**src/rtl/poca_bridge_pkg.sv**
```systemverilog
// poca_bridge_pkg: shared ids, states and sizes for the poca peripheral bridge
package poca_bridge_pkg;
  localparam int DATA_W = 32;
  localparam int ADDR_W = 8;
  localparam int RESULT_W = 256;
  localparam int TRNG_W = 128;
  localparam int TRNG_WORDS = 4;
  localparam int ECC_WORDS = 8;
  localparam int HASH_WORDS = 8;
  localparam int TIMEOUT_CYC = 4096;
  localparam int CNT_W = 4;
  localparam int TO_W = $clog2(TIMEOUT_CYC);
  typedef enum logic [1:0] {TRNG_ID = 2'd0, ECC_ID = 2'd1, HASH_ID = 2'd2, NONE_ID = 2'd3} core_id_t;
  typedef enum logic [2:0] {IDLE, WAIT_ACK, WAIT_DONE, STREAM, COMPLETE} state_t;
  function automatic logic [CNT_W-1:0] words_for(core_id_t id);
    return id == TRNG_ID ? CNT_W'(TRNG_WORDS) : id == ECC_ID ? CNT_W'(ECC_WORDS) : CNT_W'(HASH_WORDS);
  endfunction
endpackage

```
**src/rtl/poca_periph_bridge_if.sv**
```systemverilog
// poca_periph_bridge_if: poca_master side request/stream bus of the bridge
interface poca_periph_bridge_if;
  import poca_bridge_pkg::*;
  logic [ADDR_W-1:0] addr_in;
  logic is_write;
  logic write_complete;
  logic [DATA_W-1:0] data_out;
  logic data_input_ready;
  logic input_data_transfer_complete;
  logic busy;
  logic err;
  modport master(output addr_in, is_write,
                 input write_complete, data_out, data_input_ready, input_data_transfer_complete, busy, err);
  modport slave(input addr_in, is_write,
                output write_complete, data_out, data_input_ready, input_data_transfer_complete, busy, err);
endinterface

```
**src/rtl/poca_word_serializer.sv**
```systemverilog
// poca_word_serializer: streams a wide result as DATA_W words, LS word first
module poca_word_serializer import poca_bridge_pkg::*; (
  input  logic clk,
  input  logic rst,
  input  logic load,
  input  logic [CNT_W-1:0] nwords,
  input  logic [RESULT_W-1:0] din,
  output logic [DATA_W-1:0] data_out,
  output logic ready,
  output logic complete,
  output logic last
);
  logic [RESULT_W-1:0] sr;
  logic [CNT_W-1:0] cnt;
  logic cmp;
  always_ff @(posedge clk) begin
    if (rst) begin
      sr <= '0;
      cnt <= '0;
      cmp <= 1'b0;
    end else begin
      sr <= load ? din : sr >> DATA_W;
      cnt <= load ? nwords : ready ? cnt - 1'b1 : cnt;
      cmp <= last;
    end
  end
  assign ready = cnt != '0;
  assign last = cnt == CNT_W'(1);
  assign data_out = ready ? sr[DATA_W-1:0] : '0;
  assign complete = cmp;
endmodule

```
**src/rtl/poca_periph_bridge.sv**
```systemverilog
// poca_periph_bridge: start/ack handshake to TRNG/ECC/Hash cores and word-streaming of their results
module poca_periph_bridge import poca_bridge_pkg::*; (
  input  logic clk,
  input  logic rst,
  poca_periph_bridge_if.slave bus,
  output logic [2:0] periph_start,
  input  logic [2:0] periph_ack,
  input  logic [2:0] periph_done,
  input  logic [TRNG_W-1:0] trng_result,
  input  logic [RESULT_W-1:0] ecc_result,
  input  logic [RESULT_W-1:0] hash_result
);
  state_t state, state_n;
  core_id_t sel, sel_n;
  logic [TO_W-1:0] tcnt;
  logic [2:0] sel_oh;
  logic [RESULT_W-1:0] res;
  logic ack, done, to, load, last, wc, err_q, err_n;
  assign sel_oh = 3'b001 << sel;
  assign ack = |(periph_ack & sel_oh);
  assign done = |(periph_done & sel_oh);
  assign to = tcnt == TO_W'(TIMEOUT_CYC - 1);
  assign res = sel == TRNG_ID ? RESULT_W'(trng_result) : sel == ECC_ID ? ecc_result : hash_result;
  always_comb begin
    state_n = state;
    sel_n = sel;
    load = 1'b0;
    err_n = 1'b0;
    case (state)
      IDLE: if (bus.is_write) begin
        if (bus.addr_in[1:0] == 2'd3) err_n = 1'b1;
        else begin
          sel_n = core_id_t'(bus.addr_in[1:0]);
          state_n = WAIT_ACK;
        end
      end
      WAIT_ACK: if (ack) begin
        load = done;
        state_n = done ? STREAM : WAIT_DONE;
      end else if (to) begin
        err_n = 1'b1;
        state_n = IDLE;
      end
      WAIT_DONE: if (done) begin
        load = 1'b1;
        state_n = STREAM;
      end else if (to) begin
        err_n = 1'b1;
        state_n = IDLE;
      end
      STREAM: state_n = last ? COMPLETE : STREAM;
      default: state_n = IDLE;
    endcase
  end
  // Timeout counter restarts on every state change, so each waiting state gets a full window
  always_ff @(posedge clk) begin
    if (rst) begin
      state <= IDLE;
      sel <= TRNG_ID;
      tcnt <= '0;
      wc <= 1'b0;
      err_q <= 1'b0;
    end else begin
      state <= state_n;
      sel <= sel_n;
      tcnt <= state_n != state ? '0 : tcnt + 1'b1;
      wc <= state == WAIT_ACK && ack;
      err_q <= err_n;
    end
  end
  poca_word_serializer u_ser (
    .clk(clk),
    .rst(rst),
    .load(load),
    .nwords(words_for(sel)),
    .din(res),
    .data_out(bus.data_out),
    .ready(bus.data_input_ready),
    .complete(bus.input_data_transfer_complete),
    .last(last)
  );
  assign periph_start = state == WAIT_ACK ? sel_oh : 3'b000;
  assign bus.write_complete = wc;
  assign bus.busy = state != IDLE;
  assign bus.err = err_q;
endmodule

```
**src/flat_wrapper.sv**
```systemverilog
// flat-port wrapper written by rule: the top's interface ports become plain ports
module poca_periph_bridge_flat import poca_bridge_pkg::*;
  (clk, rst, periph_start, periph_ack, periph_done, trng_result, ecc_result, hash_result, bus_addr_in, bus_is_write, bus_write_complete, bus_data_out, bus_data_input_ready, bus_input_data_transfer_complete, bus_busy, bus_err);
  poca_periph_bridge_if bus_i ();
  input  logic clk;
  input  logic rst;
  output logic [2:0] periph_start;
  input  logic [2:0] periph_ack;
  input  logic [2:0] periph_done;
  input  logic [TRNG_W-1:0] trng_result;
  input  logic [RESULT_W-1:0] ecc_result;
  input  logic [RESULT_W-1:0] hash_result;
  input wire logic [$bits(bus_i.addr_in)-1:0] bus_addr_in;
  input wire logic [$bits(bus_i.is_write)-1:0] bus_is_write;
  output wire logic [$bits(bus_i.write_complete)-1:0] bus_write_complete;
  output wire logic [$bits(bus_i.data_out)-1:0] bus_data_out;
  output wire logic [$bits(bus_i.data_input_ready)-1:0] bus_data_input_ready;
  output wire logic [$bits(bus_i.input_data_transfer_complete)-1:0] bus_input_data_transfer_complete;
  output wire logic [$bits(bus_i.busy)-1:0] bus_busy;
  output wire logic [$bits(bus_i.err)-1:0] bus_err;
  assign bus_i.addr_in = bus_addr_in;
  assign bus_i.is_write = bus_is_write;
  assign bus_write_complete = bus_i.write_complete;
  assign bus_data_out = bus_i.data_out;
  assign bus_data_input_ready = bus_i.data_input_ready;
  assign bus_input_data_transfer_complete = bus_i.input_data_transfer_complete;
  assign bus_busy = bus_i.busy;
  assign bus_err = bus_i.err;
  poca_periph_bridge u_core (.clk(clk), .rst(rst), .bus(bus_i), .periph_start(periph_start), .periph_ack(periph_ack), .periph_done(periph_done), .trng_result(trng_result), .ecc_result(ecc_result), .hash_result(hash_result));
endmodule
```
**config.mk**
```make
export PLATFORM = sky130hd
export DESIGN_NAME = poca_periph_bridge_flat
export DESIGN_NICKNAME = d
export VERILOG_FILES = /design/src/rtl/poca_bridge_pkg.sv /design/src/rtl/poca_periph_bridge_if.sv /design/src/rtl/poca_word_serializer.sv /design/src/rtl/poca_periph_bridge.sv /design/src/flat_wrapper.sv
export SDC_FILE = /design/constraint.sdc
export NUM_CORES = 1
export LEC_CHECK = 0
export ABC_AREA = 0
export CORE_AREA = 2 2 273 275
export DETAILED_ROUTE_END_ITERATION = 10
export DIE_AREA = 0 0 275 277
export SKIP_LAST_GASP = 1
export SLEW_MARGIN = 20
export SYNTH_ARGS = -nofsm -noshare
export SYNTH_HDL_FRONTEND = slang
export SYNTH_SLANG_ARGS = --single-unit
```
**constraint.sdc**
```tcl
create_clock -name clk -period 3.3 [get_ports clk]
set_input_delay 0.99 -clock clk [delete_from_list [all_inputs] [get_ports clk]]
set_output_delay 0.99 -clock clk [all_outputs]
set_load 0.03 [all_outputs]
```
Word-level counts from Yosys, hierarchy flattened
Index checks and enable logic that the tools add are counted.
{"block": "totals", "register_bits": 280, "input_bits": 657, "output_inout_bits": 40, "word_cells": 60}
{"block": "op_classes", "add_sub_neg": 2, "n_eq_ne": 8, "shifts": 1, "n_mux": 25, "n_bitwise": 4, "reduce_logical": 11}
{"cell": "$mux W224", "count": 2}
{"cell": "$mux W256", "count": 1}
{"cell": "$mux W32", "count": 1}
{"cell": "$mux W3", "count": 7}
{"cell": "$add A12 B1 Y12 const B", "count": 1}
{"cell": "$eq A12 B12 Y1 const B", "count": 1}
{"cell": "$mux W4", "count": 3}
{"cell": "$pmux W3 S4", "count": 1}
{"cell": "$reduce_or A3 Y1", "count": 3}
{"cell": "$mux W1", "count": 8}
{"cell": "$and A3 B3 Y3", "count": 2}
{"cell": "$eq A3 B2 Y1 const B", "count": 2}
{"cell": "$eq A4 B1 Y1 const B", "count": 1}
{"cell": "$reduce_bool A4 Y1", "count": 1}
{"cell": "$sub A4 B1 Y4 const B", "count": 1}
{"cell": "$eq A3 B1 Y1 const B", "count": 1}
{"cell": "$logic_not A3 Y1", "count": 1}
{"cell": "$ne A3 B3 Y1", "count": 1}
{"cell": "$pmux W1 S3", "count": 1}
{"cell": "$reduce_and A3 Y1", "count": 1}
{"cell": "$reduce_bool A3 Y1", "count": 1}
{"cell": "$shl A1 B2 Y3 const A", "count": 1}
{"cell": "$eq A2 B1 Y1 const B", "count": 1}
{"cell": "$eq A2 B2 Y1 const B", "count": 1}
{"cell": "other kinds (6)", "count": 7}

Logic depth before layout (Yosys ltp)
Gate-level depths: netlist of run 1.
{"block": "depth", "ltp_word": 8, "depth_mapped": 10, "ltp_nobuf": 8}

Cells and area by module
A second synthesis of run 1 with hierarchy kept.
{"block": "unflattened", "hier_cells": 1572, "hier_area_um2": 14244.9}
{"mod": "poca_word_serializer", "n_inst": 1, "cells_each": 856, "area_each_um2": 9320.2, "seq_area_each_um2": 5225.0}
{"mod": "poca_periph_bridge", "n_inst": 1, "cells_each": 716, "area_each_um2": 4924.7, "seq_area_each_um2": 380.4}

Worst setup path after synthesis of run 1
Ideal clock, no wire load.
{"block": "synth_path", "path_type": "reg-to-output", "startpoint": "register u_core.sel[1]", "endpoint": "output port periph_start[2]", "t_arrival_ns": 2.234, "required_ns": 2.310, "path_slack_ns": 0.076, "stages_incl_launch_ff": 7, "n_path_buf": 5, "path_cell_list": "dfxtp_1 -> buf_2 -> buf_2 -> buf_2 -> clkbuf_1 -> clkbuf_1 -> nor3b_1"}
{"block": "synth_via", "elab_chain_len": 2}
{"item": "start, declared", "line_no": "poca_periph_bridge.sv:14", "rtl": "core_id_t sel, sel_n;"}
{"item": "start signal, assigned", "line_no": "poca_periph_bridge.sv:65", "rtl": "sel <= sel_n;"}
{"item": "$shl A1 B2 Y3", "line_no": "poca_periph_bridge.sv:19", "rtl": "assign sel_oh = 3'b001 << sel;"}
{"item": "$mux W3", "line_no": "poca_periph_bridge.sv:82", "rtl": "assign periph_start = state == WAIT_ACK ? sel_oh : 3'b000;"}
{"item": "end, declared", "line_no": "flat_wrapper.sv:7", "rtl": "output logic [2:0] periph_start;"}
No other way between the ends.

Final worst setup path of run 1
{"block": "layout_path", "startpoint": "register u_core.u_ser.cnt[0]", "endpoint": "output port bus_data_out[11]"}
{"block": "layout_via", "elab_chain_len": 2}
{"item": "start, declared", "line_no": "poca_word_serializer.sv:14", "rtl": "logic [CNT_W-1:0] cnt;"}
{"item": "start signal, assigned", "line_no": "poca_word_serializer.sv:23", "rtl": "cnt <= load ? nwords : ready ? cnt - 1'b1 : cnt;"}
{"item": "$reduce_bool A4 Y1", "line_no": "poca_word_serializer.sv:27", "rtl": "assign ready = cnt != '0;"}
{"item": "$mux W32", "line_no": "poca_word_serializer.sv:29", "rtl": "assign data_out = ready ? sr[DATA_W-1:0] : '0;"}
{"item": "end, declared", "line_no": "flat_wrapper.sv:16", "rtl": "output wire logic [$bits(bus_i.data_out)-1:0] bus_data_out;"}
No other way between the ends.

==> results of run 1 <==
-- metal layers --
layer | part of all wire | vias to the layer above | GRT usage
li1 | - | 7256 | -
met1 | 0.43 | 6247 | 0.174
met2 | 0.46 | 528 | 0.236
met3 | 0.073 | 84 | 0.0295
met4 | 0.032 | 4 | 0.0550
met5 | 0.00041 | - | 0
-- placed cells by master, fill, tap and decap left out, types with 13 or more instances in the layout --
master and instances:
buf_12 13, a221oi_1 96, clkdlybuf4s50_1 653, o21ai_0 129, nor3_1 106, clkbuf_16 34
nor2_1 113, dfxtp_1 278, a21oi_1 132, buf_4 77, a21oi_2 31, nand2_1 462
mux2i_1 129, and2_1 34
-- flip-flops by register name, summed over array words and instances, names as in the netlist --
name / cells
u_core.bus.err: 1
u_core.bus.write_complete: 1
u_core.sel: 2
u_core.state: 3
u_core.tcnt: 12
u_core.u_ser.cnt: 4
u_core.u_ser.complete: 1
u_core.u_ser.sr: 256
-- final timing paths --
check | from | endpoint | slack (ns) | depth (start not counted)
setup / recovery | u_core.u_ser.cnt[0]$_SDFFE_PP0P_ | bus_data_out[11] | 0.22 | 7
hold reg to reg | u_core.u_ser.sr[55]$_SDFF_PP0_ | u_core.u_ser.sr[23]$_SDFF_PP0_ | 0.44 | 2
setup reg to reg | u_core.state[0]$_SDFF_PP0_ | u_core.u_ser.sr[43]$_SDFF_PP0_ | 0.87 | 9
hold / removal | u_core.u_ser.sr[55]$_SDFF_PP0_ | u_core.u_ser.sr[23]$_SDFF_PP0_ | 0.44 | 2
-- what timing repair did --
action | 4_1_cts | 5_1_grt
gates cloned | 0 | 0
hold buffers | 0 | 0
setup endpoints to repair | 3 | 29
gates resized for setup | 3 | 1
endpoints found under the hold margin | 0 | 0
-- final cells by class --
class	instances	area [um2]
Fill cell	7862	51000
Timing Repair Buffer	748	7430
Multi-Input combinational cell	1301	7190
Sequential cell	280	5610
Tap cell	969	1210
Clock buffer	48	973
Clock inverter	11	156
Inverter	4	15.0
Antenna cell	2	5.00
-- where the power goes --
group          leakage (nW)  switching [W]  total [W]  internal (W)
Clock                 0.556        0.00150    0.00381       0.00230
Combinational          5.01        0.00159    0.00308       0.00149
Sequential             2.27       0.000165    0.00386       0.00370
-- per-stage QoR --
stage	worst slack (ns)	util	power [W]	hold slack, ns
after global placement	0.155	0.292	0.00703	0.427
after detailed placement	0.149	0.292	0.00704	0.428
after CTS	0.0549	0.307	0.0109	0.439
after floorplan	0.0755	-	0.00545	0.422
after global routing	0.0390	0.307	0.0114	0.455
final	0.222	0.307	0.0107	0.436
-- worst max-delay path: stages, from the launching register on --
cell     delay [ns]
dfxtp_1        0.36
inv_1          0.09
ha_1           0.21
and2_1         0.16
inv_1          0.10
buf_6          0.24
and2_1         0.18
buf_4          0.16
-- logic make-up (layout without fill, tap and decap cells) --
kind of cell / count (synthesis) / after routing
buffers and inverters: 163 / 811
AOI/OAI and AO/OA: 404 / 404
other: 0 / 2
and+or+nand+nor: 750 / 750
DFF: 280 / 280
muxes: 131 / 131
xor gates and xnor gates: 12 / 12
adders and majority gates: 4 / 4
==> impl_metrics.ini, run 1 <==
[synthesis]
ys_types = 46
synth_top_family_by_area = simple AND/OR/NAND/NOR gates
synth-main-ff-cell = dfxtp_1
synth_fa_ha_area_frac = 0.00372
synth_mux_area_frac = 0.0976
yosys_warnings = 0
synth.cell_area_um2 = 13500
synth_area_per_cell_um2 = 7.71
synth-edff-count = 0
synth_seq_area_share = 0.417
synth-async-reset-ratio = 0
yosys.area_share.xor_xnor = 0.00781
synth_top_area_cell = dfxtp_1
synth_most_common_cell = nand2_1
synthTopCellsByArea = dfxtp_1 42%, nand2_1 13%, mux2i_1 9.6%
synth_top_area_frac = 0.417
ys_seq_elements = 280
netlist_instances = 1744
synth_compound_area_frac = 0.190
syn-num-nets = 2405
synth-simple-area-share = 0.233
synth_common_cells = 462 x nand2_1, 280 x dfxtp_1, 132 x a21oi_1

[timing]
rsz0062_at_grt = no
tns_ns = 0
finalCritPeriodShare = 0.933
max_slew_margin = 0.433
setup-violations-final = 0
period_needed_ns = 3.08
finalMaxSlewViolations = 0
max_freq_mhz = 325
clock_skew_ns = 0.0207
hold_viol = 0
tightest_slew_ns = 0.850

[die]
die-width_um = 275
rows = 100
ioPinCount = 697
dieArea_um2 = 76200
die_h_um = 277
initial_core_util = 0.183
core_um2 = 73600

[cells_and_area]
fin_cells = 3363
fin_area_um2 = 22600
finalNetCount = 3030
drive_above_1_share = 0.0790
syn_to_final_growth_pct = 67.9

[routing]
postRouteAntennaNets = 0
finalWirelength_um = 56700
via_per_inst = 4.20
drt_first_pass_iters = 4
wire_per_inst_um = 16.9
vias = 14119
drc = 0
drtIter0Drc = 755

[status]
outcome = finished clean

[global_route]
antenna_found_initial = 9
grt_pass1_vias = 13948
grt_pass1_wl_um = 82100
grt_use_total = 0.140
grt-ovfl-total = 0
grt_max_degree = 178

[clock_network]
clock_path_buffers = 3
cts_root_buf = clkbuf_16
cts_buffers = 34
cts.sinks = 280
path_clk_slew_ns = 0.06
clk_latency_ns = 0.54
cts_setup_buffers = 0
h-tree-depth = 2
cts_tree = done

[power]
peakVddDrop_uv = 239
power_leakage_nw = 7.84
power_density_nw_per_um2 = 476

[place]
post-dp-hpwl_um = 43900
globalplace.congestion = 0.807
dpl.cell_count = 3302
port-buffer-count = 690
place_area_um2 = 21500

[setup_path]
crit_path_end_kind = output pin
cp.arrival_ns = 2.09
cp.required_ns = 2.31
startpoint_type = register
path_class = register to output pin
critPathMaxFanout = 34

[flow_run]
cap_violations = 0

[hold_path]
hp-class = register to register
No activity file was read; power rests on OpenSTA's default activity.
==> run 2, diff against run 1 <==
- REMOVE_ABC_BUFFERS: default -> 1
==> run 2 against run 1 <==
Against the previous run:
- hold slack got worse by 0.0089 ns
- design area increased by 0.66%
- non-clock buffer count rose by 4
- cell count up 0.15%
- worst setup slack got worse by 0.15 ns
- sequential share of layout area down 0.16 points
- count of clock-buffer cells in the layout increased by 1
- sequential cell count did not move
- critical path type unchanged
- critical endpoint is now periph_start[1]
- largest cell class unchanged
==> impl_metrics.ini, run 2 (same netlist as run 1, synthesis figures left out) <==
[routing]
finalWirelength_um = 56600
drc = 0
vias = 14245
via_per_inst = 4.23
postRouteAntennaNets = 0
drtIter0Drc = 805
drt_first_pass_iters = 5
wire_per_inst_um = 16.8

[place]
place_area_um2 = 21600
globalplace.congestion = 0.865
port-buffer-count = 690
pre_cts_slack_ns = 0.0945
post-dp-hpwl_um = 43400

[die]
core_um2 = 73600
rows = 100
ioPinCount = 697
die_h_um = 277
dieArea_um2 = 76200
initial_core_util = 0.183
die-width_um = 275

[cells_and_area]
syn_to_final_growth_pct = 69.0
largest_registers = u_core.u_ser.sr: 256 flops, u_core.tcnt: 12 flops, u_core.u_ser.cnt: 4 flops
drive_above_1_share = 0.0813
finalNetCount = 3034
regMostFlops = u_core.u_ser.sr
final_common_cell = clkdlybuf4s50_1
nFillCells = 7886
fin_area_um2 = 22700
largest_reg_flops = 256
final_cell_mix = 654 x clkdlybuf4s50_1, 462 x nand2_1, 278 x dfxtp_1

[clock_network]
cts_buffers = 34
cts_root_buf = clkbuf_16
h-tree-depth = 2
ctsHoldBuffers = 0
clk_latency_ns = 0.54
clock_path_buffers = 3
path_clk_slew_ns = 0.06
cts.sinks = 280
cts_setup_buffers = 0
cts_tree = done

[timing]
tightest_slew_ns = 0.856
clock_skew_ns = 0.0215
max_slew_margin = 0.428
rsz0062_at_grt = yes
timing.final.ws_setup_ns = 0.0744
hold_viol = 0
period_needed_ns = 3.23
tns_ns = 0
max_freq_mhz = 310
finalCritPeriodShare = 0.977
finalMaxSlewViolations = 0
setup-violations-final = 0

[power]
power_w = 0.0110
power_leakage_nw = 7.85
peakVddDrop_uv = 303
power_density_nw_per_um2 = 484

[global_route]
grt_use_total = 0.140
grt-ovfl-total = 0
grt_pass1_vias = 13835
antenna_found_initial = 5
grt_pass1_wl_um = 82100
grt_max_degree = 130

[setup_path]
cp.required_ns = 2.31
crit_buf_inv = 1
cpMaxStageDelayCell = clkdlybuf4s50_1
cpLargestDelayFamily = buffers and inverters
cpPeakStageDelay_ns = 0.70
cp.arrival_ns = 2.24
crit_path_end_kind = output pin
crit_chain = or3b_4, nor2_1, clkdlybuf4s50_1
critPathMaxFanout = 9
path_class = register to output pin
startpoint_type = register

[flow_run]
cap_violations = 0

[hold_path]
hp-class = register to register

[status]
outcome = finished clean
==> run 2: cell types whose count changed in the layout (fill, tap and decap cells not counted), sizes merged, moves of 2 or more <==
cell           delta
buf              -29
clkdlybuf4s15    +18
clkbuf           +15
bufinv            +2
==> run 2: final timing paths <==
path	start	end	slack (ns)	depth (start not counted)
worst min register to register	u_core.u_ser.sr[85]$_SDFF_PP0_	u_core.u_ser.sr[53]$_SDFF_PP0_	0.43	2
worst min-delay path	u_core.u_ser.sr[85]$_SDFF_PP0_	u_core.u_ser.sr[53]$_SDFF_PP0_	0.43	2
worst max-delay path	u_core.state[2]$_SDFF_PP0_	periph_start[1]	0.07	3
worst max register to register	u_core.sel[0]$_SDFFE_PP0P_	u_core.tcnt[1]$_SDFF_PP0_	0.83	6
==> run 2: power breakdown <==
part | internal (W) | leakage, nW | total (W) | switching (W)
Combinational | 0.00152 | 4.99 | 0.00319 | 0.00167
Sequential | 0.00370 | 2.27 | 0.00382 | 0.000118
Clock | 0.00248 | 0.583 | 0.00400 | 0.00152
Total | 0.00771 | 7.85 | 0.0110 | 0.00331
==> run 2: worst register-to-register path, delay by kind of cell (launching register included) <==
family | cells | cell delay [ns]
muxes | 2 | 0.73
DFF | 1 | 0.55
and+or+nand+nor | 2 | 0.46
AOI/OAI and AO/OA | 2 | 0.67
==> run 2: stage by stage <==
step                hold WS, ns   util  std cells
floorplan                 0.416      -       1585
global placement          0.425  0.293       3306
detailed placement        0.426  0.293       3306
CTS                       0.435  0.310       3367
global route              0.444  0.309       3368
finish                    0.427  0.309       3368
==> run 2: layout make-up <==
cell class | instances | area, um2 | area share
inverters | 4 | 15.0 | 0.000660
multi-input cells | 1301 | 7190 | 0.316
diodes | 1 | 2.50 | 0.000110
well taps | 969 | 1210 | 0.0533
clock inverters | 12 | 210 | 0.00925
clock buffers | 49 | 987 | 0.0434
flip-flops and latches | 280 | 5610 | 0.247
repair buffers | 752 | 7510 | 0.330
==> run 2: repair_timing <==
item,CTS,global route
setup endpoints to repair,34,33
cloned,0,0
gates resized for setup,83,18
pin swaps,0,0
==> run 2: metal layers <==
layer  share of wire  GRT usage  vias to the layer above  routed length (um)
li1                -          -                     7283                   -
met5         0.00034          0                        -                  19
met4           0.024     0.0431                        4                1340
met2            0.48      0.238                      383               27400
met3           0.052     0.0228                       78                2930
met1            0.44      0.181                     6497               24900
